==> config.mk <==
export PLATFORM = sky130hd
export DESIGN_NAME = linelen_frontend_flat
export DESIGN_NICKNAME = d
export VERILOG_FILES = /design/src/rtl/linelen_frontend_if.sv /design/src/rtl/linelen_frontend.sv /design/src/flat_wrapper.sv
export SDC_FILE = /design/constraint.sdc
export NUM_CORES = 1
export LEC_CHECK = 0
export ABC_AREA = 1
export BUFFER_PORTS_ARGS = -buffer_cell sky130_fd_sc_hd__clkbuf_2
export CAP_MARGIN = 20
export CORE_MARGIN = 2
export CORE_UTILIZATION = 45
export DETAILED_ROUTE_END_ITERATION = 10
export PLACE_DENSITY = 0.7
export SYNTH_ARGS = -nofsm -noshare
export SYNTH_HDL_FRONTEND = slang
export SYNTH_SLANG_ARGS = --single-unit
==> constraint.sdc <==
create_clock -name clk -period 3.17 [get_ports clk]
set_input_delay 0.1585 -clock clk [delete_from_list [all_inputs] [get_ports clk]]
set_output_delay 0.1585 -clock clk [all_outputs]
set_load 0.02 [all_outputs]
==> src/rtl/linelen_frontend_if.sv <==
// linelen_frontend_if
//   Sample-in / difference-out bundle between a sample source and the
//   line-length front end.
//   master : drives din, din_valid, clr; observes dout, dout_en,
//            win_first, win_last, win_cnt
//   slave  : the front end itself (opposite directions)
interface linelen_frontend_if #(
    parameter int input_width = 36,
    parameter int cnt_width   = 8
);
    logic signed [input_width-1:0] din;
    logic                          din_valid;
    logic                          clr;
    logic signed [input_width:0]   dout;
    logic                          dout_en;
    logic                          win_first;
    logic                          win_last;
    logic [cnt_width-1:0]          win_cnt;

    modport master (
        output din, din_valid, clr,
        input  dout, dout_en, win_first, win_last, win_cnt
    );

    modport slave (
        input  din, din_valid, clr,
        output dout, dout_en, win_first, win_last, win_cnt
    );
endinterface

==> src/rtl/linelen_frontend.sv <==
// linelen_frontend
//   Forms |x[n] - x[n-1]| from a stream of signed samples and frames the
//   differences into contiguous windows of win_len entries for the
//   downstream accumulator.
//   clk            : system clock, rising edge
//   rst            : asynchronous reset, active high
//   bus.din        : signed sample (input_width bits)
//   bus.din_valid  : din valid this cycle
//   bus.clr        : synchronous restart (drop previous sample and window position)
//   bus.dout       : absolute difference, input_width+1 bits, always >= 0
//   bus.dout_en    : one-cycle strobe, dout valid
//   bus.win_first  : qualifies dout_en, first difference of a window
//   bus.win_last   : qualifies dout_en, last difference of a window
//   bus.win_cnt    : index of dout within its window
module linelen_frontend #(
    parameter int input_width = 36,
    parameter int win_len     = 256,
    parameter int cnt_width   = 8
) (
    input logic              clk,
    input logic              rst,
    linelen_frontend_if.slave bus
);

    typedef enum logic {
        PRIME = 1'b0,
        RUN   = 1'b1
    } state_t;

    localparam logic [cnt_width-1:0] IDX_LAST = cnt_width'(win_len - 1);

    state_t                        state;
    logic signed [input_width-1:0] x_prev;
    logic [cnt_width-1:0]          idx;

    logic signed [input_width:0]   diff;
    logic signed [input_width:0]   abs_diff;
    logic [cnt_width-1:0]          idx_nxt;

    // One extra bit of headroom: the difference of two input_width-bit
    // values always fits, and its magnitude never reaches the most negative
    // code, so the negation below is exact.
    assign diff     = {bus.din[input_width-1], bus.din} - {x_prev[input_width-1], x_prev};
    assign abs_diff = diff[input_width] ? -diff : diff;
    assign idx_nxt  = (idx == IDX_LAST) ? '0 : idx + 1'b1;

    always_ff @(posedge clk or posedge rst) begin
        if (rst) begin
            state         <= PRIME;
            x_prev        <= '0;
            idx           <= '0;
            bus.dout      <= '0;
            bus.dout_en   <= 1'b0;
            bus.win_first <= 1'b0;
            bus.win_last  <= 1'b0;
            bus.win_cnt   <= '0;
        end else if (bus.clr) begin
            // A sample arriving with clr is dropped, not used as the prime.
            state         <= PRIME;
            idx           <= '0;
            bus.dout      <= '0;
            bus.dout_en   <= 1'b0;
            bus.win_first <= 1'b0;
            bus.win_last  <= 1'b0;
            bus.win_cnt   <= '0;
        end else if (bus.din_valid) begin
            x_prev <= bus.din;
            case (state)
                PRIME: begin
                    state         <= RUN;
                    bus.dout_en   <= 1'b0;
                    bus.win_first <= 1'b0;
                    bus.win_last  <= 1'b0;
                end
                RUN: begin
                    // x_prev carries across window boundaries: no re-prime.
                    bus.dout      <= abs_diff;
                    bus.dout_en   <= 1'b1;
                    bus.win_first <= (idx == '0);
                    bus.win_last  <= (idx == IDX_LAST);
                    bus.win_cnt   <= idx;
                    idx           <= idx_nxt;
                end
                default: state <= PRIME;
            endcase
        end else begin
            // Idle: strobes drop, dout/win_cnt keep their last values.
            bus.dout_en   <= 1'b0;
            bus.win_first <= 1'b0;
            bus.win_last  <= 1'b0;
        end
    end

endmodule

==> src/flat_wrapper.sv <==
// flat-port wrapper written by rule: the top's interface ports become plain ports
module linelen_frontend_flat 
#(
    parameter int input_width = 36,
    parameter int win_len     = 256,
    parameter int cnt_width   = 8
)
  (clk, rst, bus_din, bus_din_valid, bus_clr, bus_dout, bus_dout_en, bus_win_first, bus_win_last, bus_win_cnt);
  linelen_frontend_if #(.input_width(input_width), .cnt_width(cnt_width)) bus_i ();
  input logic clk;
  input logic rst;
  input wire logic [$bits(bus_i.din)-1:0] bus_din;
  input wire logic [$bits(bus_i.din_valid)-1:0] bus_din_valid;
  input wire logic [$bits(bus_i.clr)-1:0] bus_clr;
  output wire logic [$bits(bus_i.dout)-1:0] bus_dout;
  output wire logic [$bits(bus_i.dout_en)-1:0] bus_dout_en;
  output wire logic [$bits(bus_i.win_first)-1:0] bus_win_first;
  output wire logic [$bits(bus_i.win_last)-1:0] bus_win_last;
  output wire logic [$bits(bus_i.win_cnt)-1:0] bus_win_cnt;
  assign bus_i.din = bus_din;
  assign bus_i.din_valid = bus_din_valid;
  assign bus_i.clr = bus_clr;
  assign bus_dout = bus_i.dout;
  assign bus_dout_en = bus_i.dout_en;
  assign bus_win_first = bus_i.win_first;
  assign bus_win_last = bus_i.win_last;
  assign bus_win_cnt = bus_i.win_cnt;
  linelen_frontend #(.input_width(input_width), .win_len(win_len), .cnt_width(cnt_width)) u_core (.clk(clk), .rst(rst), .bus(bus_i));
endmodule
==> impl_results.md, run 1 <==
* Worst slack, placed at 0.228 ns
* Die X at roughly 130 microns
* DRT Pass-1 Iters at 6
* Minimum clock period at 2.85 ns
* Worst skew pair latency at between 0.3 and 0.4 ns
* Setup tns final at 0 ns
* Worst R2R Start: u_core.x_prev[0]
* Count of final setup violators at 0
* Slew @ Worst Pin at ~0.96 ns
* Flops & latches, synth at between 90 and 100
* Fin crit share at about nine tenths
* Clock transition at path regs at about 0.08 ns
* Root buf cell: clkbuf_16
* Clock sinks at 93
* Initial antenna violation count at 0
* Total power at 4.46 mW
* Ports at between 80 and 90
* Sequential area share after synthesis at between 30% and 40%
* CTS Buf Count at 9
* Hold crit path type: input pin to register
* Clock skew at approximately 0.012 ns
* Initial Util at between 40 and 50%
* Vias per inst at around 4.9
* Power Density at 521 nW/um^2
* N_diodes at 0
* Leak pwr at about 4.7 nW
* CP Class: register to register
* Nets@finish at ~1,400
* Worst-path fanout max at 12
* End of the critical path: u_core.bus.dout[12]
* CP Capture Type: register
* Post-synthesis cell area at 7520 sq um
* R2R depth at 18
* Remaining global-route overflow at 0
* Slew Limit Fails at 0
* GRT Overall Usage at a little over a fifth
* Final setup margin at about 0.32 ns
* CTS max path bufs at 2
* Post-synth EDFFs at 0
* Post-synthesis async set-or-reset flop share at 100%
* I/O Buffers at 87
* Final wirelength at ~19,000 microns
* WP data required at ~3.4 ns
* First-pass GRT wire length at 31,700 microns
* Pin count of the biggest net entering global routing at 60
* Area Growth Syn to Fin at 13.8%
* Vias in the first global route at a little under 7,000
* Post-Place Cells at around 1,500
* Post-layout util at slightly above 50%
* Setup crit start: u_core.x_prev[0]
* Fin. Hold Viols at 0
* Post-Layout Cell Count at roughly 1,500
* Htree depth at 3
* Unrepaired setup endpoints after global routing: false
* Std-Cell Rows at 47
* Distinct cells, synth at 36
* Max Freq at around 0.35 GHz
* Core ar. at 16,500 sq um
* Yosys synthesis warning count at 0
* Dpl cell area at slightly above 8000 sq um
* Crit path DAT at approximately 3 ns
* Commonest register cell after synthesis: dfrtp_1
* Proportion of layout cells with a drive suffix above 1 at about 14%
* Post-Synthesis Cells at roughly 1,200
* Max cap viols at 0
* Fin Hold WS at ~0.021 ns
* Status: finished clean
* Synth Area per Inst at about 6.3 sq um
* Die ar. at 17,800 sq um
* Routed Antenna Nets at 0
* R2r endpoint: u_core.bus.dout[12]
* Slew margin rel. at roughly 36%
* Max IR drop VDD at 0.282 mV
* Total number of vias at between 7,000 and 8,000
* Initial DRC Count at a little under 500
* Syn nets at 1,269
* Placer Congestion at between 0.9 and 1
* DR WL/cell at ~12 microns
* Critical Path Start Type: register
* DRC viols at 0
* Post-route cell area at between 8000 and 9000 sq um
* Die Span Y at between 100 and 150 microns
* R2r setup slk at around 0.32 ns
* TritonCTS clock tree: built
* HPWL after DPL at around 15,000 microns
[report_power, final]
part / internal (mW) / total (mW) / switching, mW / leakage (nW)
combinational: 0.633 / 1.96 / 1.32 / 3.33
sequential: 1.30 / 1.34 / 0.0467 / 1.22
clock: 0.648 / 1.16 / 0.509 / 0.153
total: 2.58 / 4.46 / 1.88 / 4.70
[Yosys cell counts, types with 2 or more instances]
cell,count,area [sq um]
nand3_1,82,410
o31ai_1,3,22.5
a21oi_1,35,175
xor2_1,21,184
nand3_4,2,35.0
o22ai_1,4,25.0
inv_2,8,30.0
o21ai_1,12,60.1
o21bai_1,4,30.0
buf_2,2,10.0
nor2_2,22,138
inv_1,192,721
dfrtp_1,93,2330
nand3b_1,6,45.0
nor2_4,4,45.0
buf_4,2,15.0
nand3_2,5,50.1
o21ai_0,69,345
clkbuf_1,15,56.3
nor2_1,79,297
o211ai_1,3,22.5
xnor2_1,4,35.0
nand4_1,19,119
nor3_1,11,55.1
nand2_1,432,1620
nand2_2,12,75.1
ha_1,39,488
[worst min-delay path by stage]
stage,startpoint,endpoint,slack (ns),depth (start not counted)
finish,bus_din[22],u_core.x_prev[22],0.02,3
global route,bus_din[23],u_core.x_prev[23],0.04,3
CTS,bus_din[22],u_core.x_prev[22],0.02,3
detailed placement,rst,u_core.bus.dout[9],0.18,2
global placement,rst,u_core.bus.dout[0],0.18,2
floorplan,bus_clr,u_core.state,0.22,1
[cell type report]
type	instances	area (sq um)
clock inverter	6	77.6
inverter	201	763
tap	220	275
sequential	93	2330
fill	1738	7910
timing repair buffer	95	502
clock buffer	10	239
multi-input combinational	875	4370
[registers in the layout, indices dropped and copies added, names as in the netlist]
register,count
u_core.bus.win_cnt,8
u_core.bus.win_last,1
u_core.bus.dout_en,1
u_core.state,1
u_core.bus.dout,37
u_core.idx,8
u_core.x_prev,36
u_core.bus.win_first,1
[cell families (layout without fill, tap and decap cells)]
group	after synthesis	after routing	share of synthesized area [%]
AOI/OAI and AO/OA	135	135	9.58
xor gates and xnor gates	25	25	2.91
adders and majority gates	40	40	6.75
buffers and inverters	221	312	11.3
DFF	93	93	30.9
and+or+nand+nor	675	675	38.5
[repair_timing]
action                                  4_1_cts  5_1_grt
hold endpoints to repair                     27        0
hold buffers                                  1        0
endpoints found under the setup margin        0       27
resized for setup                             0       10
setup buffers                                 0        0
[per-layer routing]
metal  wire [microns]  share of wire [%]  GRT usage [%]
met5                0                  0              0
met4              520                2.8           7.45
met3              883                4.8           3.61
met2             8050                 43           34.2
met1             9120                 49           30.9
[worst max-delay path, stage by stage, from the launching register on]
cell and delay, ns:
dfrtp_1 0.38, ha_1 0.21, fa_1 0.40, inv_2 0.11
nand3_1 0.11, nand2_2 0.12, nand2_1 0.07, nand2_1 0.08
nand2_1 0.09, nand2_2 0.10, nand3_2 0.09, nand2_2 0.09
nand2_1 0.07, nand3_1 0.08, nand2_2 0.11, buf_6 0.17
nor2_1 0.13, xor2_1 0.18, o21ai_0 0.10
[placed cells by master, fill, tap and decap left out, types with 11 or more instances in the layout]
master	n
nand2_1	430
inv_1	190
dfrtp_1	93
clkbuf_2	87
nand3_1	81
nor2_1	75
o21ai_0	69
ha_1	39
a21oi_1	34
nor2_2	25
xor2_1	21
nand4_1	19
nand2_2	14
o21ai_1	12
nor3_1	11
Note: power is estimated with default switching activity, not from simulation.
==> run 2: changes to the inputs <==
--- a/config.mk
+++ b/config.mk
@@ -8,9 +8,11 @@
 export ABC_AREA = 1
 export BUFFER_PORTS_ARGS = -buffer_cell sky130_fd_sc_hd__clkbuf_2
 export CAP_MARGIN = 20
+export CORE_ASPECT_RATIO = 0.8
 export CORE_MARGIN = 2
 export CORE_UTILIZATION = 45
 export DETAILED_ROUTE_END_ITERATION = 10
+export GPL_TIMING_DRIVEN = 1
 export PLACE_DENSITY = 0.7
 export SYNTH_ARGS = -nofsm -noshare
 export SYNTH_HDL_FRONTEND = slang
==> run 2 against run 1 <==
Compared with the run above: first-iteration DRC count down 2.6%; clock power is 5% lower; clock skew fell by 0.0021 ns; sequential share of layout area increased by 0.060 points; wire length is 2.8% higher; die area barely moved; critical path type unchanged; worst setup slack lost 0.089 ns; count of clock-buffer cells in the layout fell by 1.
==> impl_results.md, run 2 (same netlist as run 1, synthesis figures left out) <==
* Dpl cell area at 8200 sq um (about the same)
* Most common cell after layout, fill and taps aside: nand2_1 (unchanged)
* Leak pwr at 4.69 nW (was 4.70 nW)
* DRC viols at 0 (unchanged)
* Post-Layout Cell Count at 1,499 (was 1,500)
* CTS Buf Count at 9 (unchanged)
* Slew @ Worst Pin at 0.960 ns (was 0.959 ns)
* Initial DRC Count at 479 (was 492)
* Std-Cell Rows at 42 (was 47)
* Max reg flops at 37 (unchanged)
* Area Growth Syn to Fin at 13.5% (was 13.8%)
* Clock sinks at 93 (unchanged)
* Vias in the first global route at 6,770 (was 6,837)
* Die ar. at 17,800 sq um (about the same)
* Post-route cell area at 8540 sq um (was 8560 sq um)
* Fillers at 1,703 (was 1,738)
* Hold crit path type: input pin to register (unchanged)
* Slew Limit Fails at 0 (unchanged)
* Final setup margin at 0.231 ns (was 0.320 ns)
* Fin crit share at 92.7% (was 89.9%)
* Vias per inst at 4.90 (about the same)
* Routed Antenna Nets at 0 (unchanged)
* Worst skew pair latency at 0.36 ns (about the same)
* Post-Place Cells at 1,481 (was 1,483)
* First-pass GRT wire length at 32,700 microns (was 31,700 microns)
* Total number of vias at 7,340 (was 7,357)
* Worst-path fanout max at 12 (unchanged)
* CP Class: register to register (unchanged)
* Die Span Y at 120 microns (was 133 microns)
* Minimum clock period at 2.94 ns (was 2.85 ns)
* Slew margin rel. at 35.9% (was 36.0%)
* Pin count of the biggest net entering global routing at 53 (was 60)
* Initial Util at 45.7% (about the same)
* HPWL after DPL at 15,300 microns (was 15,100 microns)
* Core ar. at 16,400 sq um (was 16,500 sq um)
* Placer Congestion at 0.926 (was 0.908)
* Count of final setup violators at 0 (unchanged)
* DR WL/cell at 12.7 microns (was 12.4 microns)
* Fin Hold WS at 0.0217 ns (was 0.0214 ns)
* Ports at 88 (unchanged)
* Setup tns final at 0 ns (unchanged)
* Most flops, register: u_core.bus.dout (unchanged)
* Status: finished clean (unchanged)
* Max IR drop VDD at 0.275 mV (was 0.282 mV)
* WP data required at 3.38 ns (was 3.37 ns)
* Fin. Hold Viols at 0 (unchanged)
* Total power at 4.40 mW (was 4.46 mW)
* I/O Buffers at 87 (unchanged)
* DRT Pass-1 Iters at 6 (unchanged)
* Nets@finish at 1,354 (was 1,355)
* Post-layout util at 51.9% (was 52.0%)
* CTS max path bufs at 2 (unchanged)
* Root buf cell: clkbuf_16 (unchanged)
* Crit path DAT at 3.15 ns (was 3.05 ns)
* Remaining global-route overflow at 0 (unchanged)
* Critical Path Start Type: register (unchanged)
* Proportion of layout cells with a drive suffix above 1 at 13.6% (was 13.8%)
* GRT Overall Usage at 22.6% (was 21.9%)
* Max Freq at 0.340 GHz (was 0.351 GHz)
* CP Capture Type: register (unchanged)
* Max cap viols at 0 (unchanged)
* Worst slack, placed at 0.175 ns (was 0.228 ns)
* Largest regs: u_core.bus.dout x37, u_core.x_prev x36 (unchanged)
* Final wirelength at 19,100 microns (was 18,600 microns)
* Clock skew at 0.00979 ns (was 0.0119 ns)
* Most frequent cells in the layout: nand2_1, inv_1, dfrtp_1, clkbuf_2, nand3_1 (unchanged)
* N_diodes at 0 (unchanged)
* Clock transition at path regs at 0.08 ns (about the same)
* Power Density at 516 nW/um^2 (was 521 nW/um^2)
* Htree depth at 3 (unchanged)
* TritonCTS clock tree: built (unchanged)
* Initial antenna violation count at 0 (unchanged)
* Die X at 149 microns (was 133 microns)
==> run 2: changes by cell type in the layout (fill, tap and decap cells not counted), sizes merged <==
cell      before  now
clkbuf        97   96
clkinv         2    3
clkinvlp       1    2
bufinv         1    0
buf            7    6
==> run 2: final cells by class <==
cell class,instances,area (sq um),area share [%]
clock buffer,9,225,2.64
clock inverter,7,70.1,0.821
inverter,201,763,8.94
multi-input combinational,875,4370,51.2
sequential,93,2330,27.3
tap,220,275,3.22
timing repair buffer,94,503,5.89
==> run 2: per-layer routing <==
layer	track usage [%]	routed length [microns]	vias up	part of all wire [%]
met4	5.30	237	0	1.2
met1	32.1	9460	3257	50
met2	36.4	8350	175	44
met5	0	0	-	0
li1	-	-	3885	-
met3	3.50	1050	23	5.5
==> run 2: worst paths after layout <==
check                                   start                    to  slack (ns)  cells past startpoint
max reg2reg                  u_core.x_prev[0]    u_core.bus.dout[5]        0.23                     18
min reg2reg                u_core.bus.dout[5]    u_core.bus.dout[5]        0.49                      2
min                               bus_din[33]     u_core.x_prev[33]        0.02                      3
max in group asynchronous                 rst     u_core.x_prev[26]        1.97                      4
min in group asynchronous                 rst  u_core.bus.win_first        0.46                      3
max                          u_core.x_prev[0]    u_core.bus.dout[5]        0.23                     18
==> run 2: power by group <==
part	internal, mW	switching (mW)	total [mW]
Sequential	1.30	0.0487	1.35
Clock	0.555	0.545	1.10
Combinational	0.632	1.33	1.96
==> run 2: critical path, stage by stage, from the launching register on <==
cell and delay, ns:
dfrtp_1 0.40, ha_1 0.22, fa_1 0.40, inv_2 0.10, nand3_1 0.11, nand2_2 0.12, nand2_1 0.08, nand2_1 0.09
nand2_1 0.09, nand2_2 0.11, nand3_2 0.10, nand2_2 0.10, nand2_1 0.07, nand3_1 0.09, nand2_2 0.10, buf_4 0.20
nor2_1 0.12, xor2_1 0.18, o21ai_0 0.09
==> run 2: timing repair <==
item | in CTS | in global routing
hold buffers | 1 | 0
hold endpoints to repair | 46 | 0
buffers inserted | 0 | 1
setup endpoints to repair | 0 | 33
resized for setup | 0 | 9
==> run 3: changes to the inputs <==
--- a/config.mk
+++ b/config.mk
@@ -5,7 +5,6 @@
 export SDC_FILE = /design/constraint.sdc
 export NUM_CORES = 1
 export LEC_CHECK = 0
-export ABC_AREA = 1
 export BUFFER_PORTS_ARGS = -buffer_cell sky130_fd_sc_hd__clkbuf_2
 export CAP_MARGIN = 20
 export CORE_ASPECT_RATIO = 0.8
==> run 3 against run 2 <==
Compared with the run above: the run now ends with setup timing left; via count decreased by 2.3%; clock skew fell by 0.00082 ns; clock power barely moved; global-route usage rose by 2.1 points; sequential cell count unchanged; maximum frequency fell by 12%; non-clock buffer count increased by 139; critical endpoint is now u_core.bus.dout[32]; final cell count fell by 13%.
==> impl_results.md, run 3 <==
* Worst skew pair latency at 0.36 ns (about the same)
* Pin count of the biggest net entering global routing at 72 (was 53)
* Area Growth Syn to Fin at 34.3% (was 13.5%)
* Post-synth top cells: nand2_1, dfrtp_1, o21ai_0, nor2_1, inv_1 (was nand2_1, inv_1, dfrtp_1, nand3_1, nor2_1)
* Final setup margin at -0.153 ns (was 0.231 ns)
* CP top delay family: simple AND/OR/NAND/NOR gates (unchanged)
* Fin. Hold Viols at 0 (unchanged)
* Top cells by area, synth: dfrtp_1, ha_1, nand2_1 (was dfrtp_1, nand2_1, inv_1)
* Die ar. at 17,000 sq um (was 17,800 sq um)
* Worst-path cell chain: inv_2 -> ha_4 -> o211ai_1 -> buf_4 -> a21oi_4 -> o21a_1 -> buf_6 -> o31ai_2 -> xor2_1 -> or4b_4 -> nor4_4 -> buf_4 -> nand4b_1 -> mux2i_1 -> nand3_1 (was ha_1 -> fa_1 -> inv_2 -> nand3_1 -> nand2_2 -> nand2_1 -> nand2_1 -> nand2_1 -> nand2_2 -> nand3_2 -> nand2_2 -> nand2_1 -> nand3_1 -> nand2_2 -> buf_4 -> nor2_1 -> xor2_1 -> o21ai_0)
* I/O Buffers at 87 (unchanged)
* CP Class: register to register (unchanged)
* Placer Congestion at 0.962 (was 0.926)
* Leak pwr at 4.43 nW (was 4.69 nW)
* Slew @ Worst Pin at 0.915 ns (was 0.960 ns)
* Status: complete, but fails checks (was finished clean)
* Max IR drop VDD at 0.349 mV (was 0.275 mV)
* Total number of vias at 7,173 (was 7,340)
* N_diodes at 0 (unchanged)
* Sw power at 2.11 mW (was 1.92 mW)
* Max cap viols at 0 (unchanged)
* R2R depth at 15 (was 18)
* Slew margin rel. at 38.9% (was 35.9%)
* First-pass GRT wire length at 34,200 microns (was 32,700 microns)
* TritonCTS clock tree: built (unchanged)
* Remaining global-route overflow at 0 (unchanged)
* Largest regs: u_core.bus.dout x37, u_core.x_prev x36 (unchanged)
* Hold path endpoint: u_core.x_prev[33] (unchanged)
* CTS max path bufs at 2 (unchanged)
* Die X at 145 microns (was 149 microns)
* Post-synth EDFFs at 0 (unchanged)
* WP data required at 3.41 ns (was 3.38 ns)
* Yosys top cell area share at 32.3% (was 30.9%)
* Post-Place Cells at 1,263 (was 1,481)
* Worst Hold Depth at 3 (unchanged)
* Slew Limit Fails at 0 (unchanged)
* Commonest register cell after synthesis: dfrtp_1 (unchanged)
* Htree depth at 3 (unchanged)
* Routed Antenna Nets at 0 (unchanged)
* Post-synthesis async set-or-reset flop share at 100% (unchanged)
* Distinct cells, synth at 83 (was 36)
* Clock skew at 0.00896 ns (was 0.00979 ns)
* Worst-path fanout max at 5 (was 12)
* Gate power share at 53.5% (was 44.5%)
* Unrepaired setup endpoints after global routing: true
* Clock share of power at 20.8% (was 25.0%)
* Worst path bufs/invs at 4 (was 2)
* Hold crit path type: input pin to register (unchanged)
* Most frequent cells in the layout: buf_4, nand2_1, dfrtp_1, clkbuf_2, o21ai_0 (was nand2_1, inv_1, dfrtp_1, clkbuf_2, nand3_1)
* Switching share of total power at 40.0% (was 43.6%)
* Post-synth top area cell: dfrtp_1 (unchanged)
* Nets@finish at 1,160 (was 1,354)
* Proportion of layout cells with a drive suffix above 1 at 32.8% (was 13.6%)
* Post-synthesis cell area at 7200 sq um (was 7520 sq um)
* Syn nets at 961 (was 1,269)
* Crit path DAT at 3.57 ns (was 3.15 ns)
* Ports at 88 (unchanged)
* DR WL/cell at 16.2 microns (was 12.7 microns)
* GRT Overall Usage at 24.7% (was 22.6%)
* HPWL after DPL at 15,400 microns (was 15,300 microns)
* Flops & latches, synth at 93 (unchanged)
* CTS Buf Count at 9 (unchanged)
* CP Capture Type: register (unchanged)
* Slowest stage delay, CP at 0.55 ns (was 0.40 ns)
* Vias per inst at 5.52 (was 4.90)
* Minimum clock period at 3.32 ns (was 2.94 ns)
* Worst R2R Start: u_core.x_prev[3] (was u_core.x_prev[0])
* Synth Area per Inst at 8.17 sq um (was 6.33 sq um)
* Post-Layout Cell Count at 1,300 (was 1,499)
* Failing checks: setup timing
* Fillers at 1,373 (was 1,703)
* Initial antenna violation count at 0 (unchanged)
* Count of final setup violators at 30 (was 0)
* Sequential area share after synthesis at 32.3% (was 30.9%)
* Max reg flops at 37 (unchanged)
* Most common cell after layout, fill and taps aside: buf_4 (was nand2_1)
* R2r setup slk at -0.15 ns (was 0.23 ns)
* Critical Path Start Type: register (unchanged)
* R2r endpoint: u_core.bus.dout[32] (was u_core.bus.dout[5])
* Most frequent CP cell: buf_4
* Std-Cell Rows at 41 (was 42)
* Post-Synthesis Cells at 881 (was 1,189)
* Root buf cell: clkbuf_16 (unchanged)
* Hold Path Origin: bus_din[33] (unchanged)
* Clock sinks at 93 (unchanged)
* Core ar. at 15,700 sq um (was 16,400 sq um)
* Dpl cell area at 8620 sq um (was 8200 sq um)
* Max Freq at 0.301 GHz (was 0.340 GHz)
* Int Power at 3.16 mW (was 2.48 mW)
* Post-route cell area at 9670 sq um (was 8540 sq um)
* Vias in the first global route at 6,917 (was 6,770)
* Initial Util at 45.8% (was 45.7%)
* Yosys synthesis warning count at 0 (unchanged)
* Most frequent cell after synthesis: nand2_1 (unchanged)
* Slowest CP cell: or4b_4 (was dfrtp_1)
* Initial DRC Count at 476 (was 479)
* Clock transition at path regs at 0.07 ns (was 0.08 ns)
* Total power at 5.27 mW (was 4.40 mW)
* Fin crit share at 105% (was 92.7%)
* Worst slack, placed at -0.297 ns (was 0.175 ns)
* Power Density at 545 nW/um^2 (was 516 nW/um^2)
* Reg power frac at 25.7% (was 30.6%)
* Most flops, register: u_core.bus.dout (unchanged)
* Die Span Y at 117 microns (was 120 microns)
* DRC viols at 0 (unchanged)
* DRT Pass-1 Iters at 5 (was 6)
* Final wirelength at 21,100 microns (was 19,100 microns)
run 3: how the worst max path moves through the flow:
stage                                  from                  end  slack [ns]  depth (start not counted)
after detailed placement   u_core.x_prev[4]  u_core.bus.dout[32]       -0.30                         13
after CTS                  u_core.x_prev[1]  u_core.bus.dout[32]       -0.11                         14
after global placement    u_core.x_prev[12]  u_core.bus.dout[25]       -0.43                         13
after floorplan            u_core.x_prev[0]  u_core.bus.dout[32]        0.02                         12
after global routing       u_core.x_prev[0]  u_core.bus.dout[24]       -0.32                         14
final                      u_core.x_prev[3]  u_core.bus.dout[32]       -0.15                         15
run 3: stage by stage:
step           hold WS [ns]  util, %  setup TNS [ns]
2_1_floorplan         0.225        -               0
3_3_place_gp          0.146     54.9           -6.35
3_5_place_dp          0.150     54.9           -4.58
4_1_cts             0.00915     59.2           -1.27
5_1_grt              0.0275     61.6           -7.37
6_report             0.0191     61.6           -2.43
run 3: repair_timing:
action / CTS / global route
endpoints found under the hold margin: 22 / 0
setup endpoints to repair: 34 / 35
cloned: 1 / 3
resized for setup: 53 / 75
pin swaps: 23 / 41
buffers inserted: 13 / 7
hold buffers: 1 / 0
run 3: power by group through the flow:
stage | sequential, mW | clock [mW] | combinational (mW)
final | 1.35 | 1.10 | 2.82
after global routing | 1.37 | 1.16 | 3.06
after CTS | 1.35 | 1.12 | 2.57
after detailed placement | 1.38 | 0 | 2.35
after global placement | 1.37 | 0 | 2.32
after floorplan | 1.43 | 0 | 1.43
run 3: worst reg2reg max path: stages (launching register included):
cell	delay (ns)
dfrtp_1	0.38
inv_2	0.07
ha_4	0.20
o211ai_1	0.16
buf_4	0.16
a21oi_4	0.04
o21a_1	0.22
buf_6	0.14
o31ai_2	0.27
xor2_1	0.22
or4b_4	0.55
nor4_4	0.23
buf_4	0.18
nand4b_1	0.14
mux2i_1	0.17
nand3_1	0.08
run 3: final cells by class:
cell class | instances | area [sq um] | area share [%]
Clock inverter | 7 | 68.8 | 0.712
Tap cell | 215 | 269 | 2.78
Multi-Input combinational cell | 695 | 4940 | 51.2
Clock buffer | 9 | 225 | 2.33
Timing Repair Buffer | 233 | 1650 | 17.1
Sequential cell | 93 | 2330 | 24.1
Inverter | 48 | 181 | 1.88
run 3: layer usage:
layer	track usage (%)	wire length [microns]	vias to the layer above
met3	5.23	971	21
met2	41.3	9740	179
li1	-	-	3568
met4	5.42	247	0
met1	33.6	10100	3405
met5	0	0	-
run 3: logic make-up after synthesis:
group / Yosys count / share of synthesized area (%)
compound gates: 263 / 24.1
xor+xnor: 48 / 5.84
fa+ha+maj: 40 / 7.06
buf+inv: 93 / 6.05
flops: 93 / 32.3
mux: 9 / 1.27
simple gates: 335 / 23.3
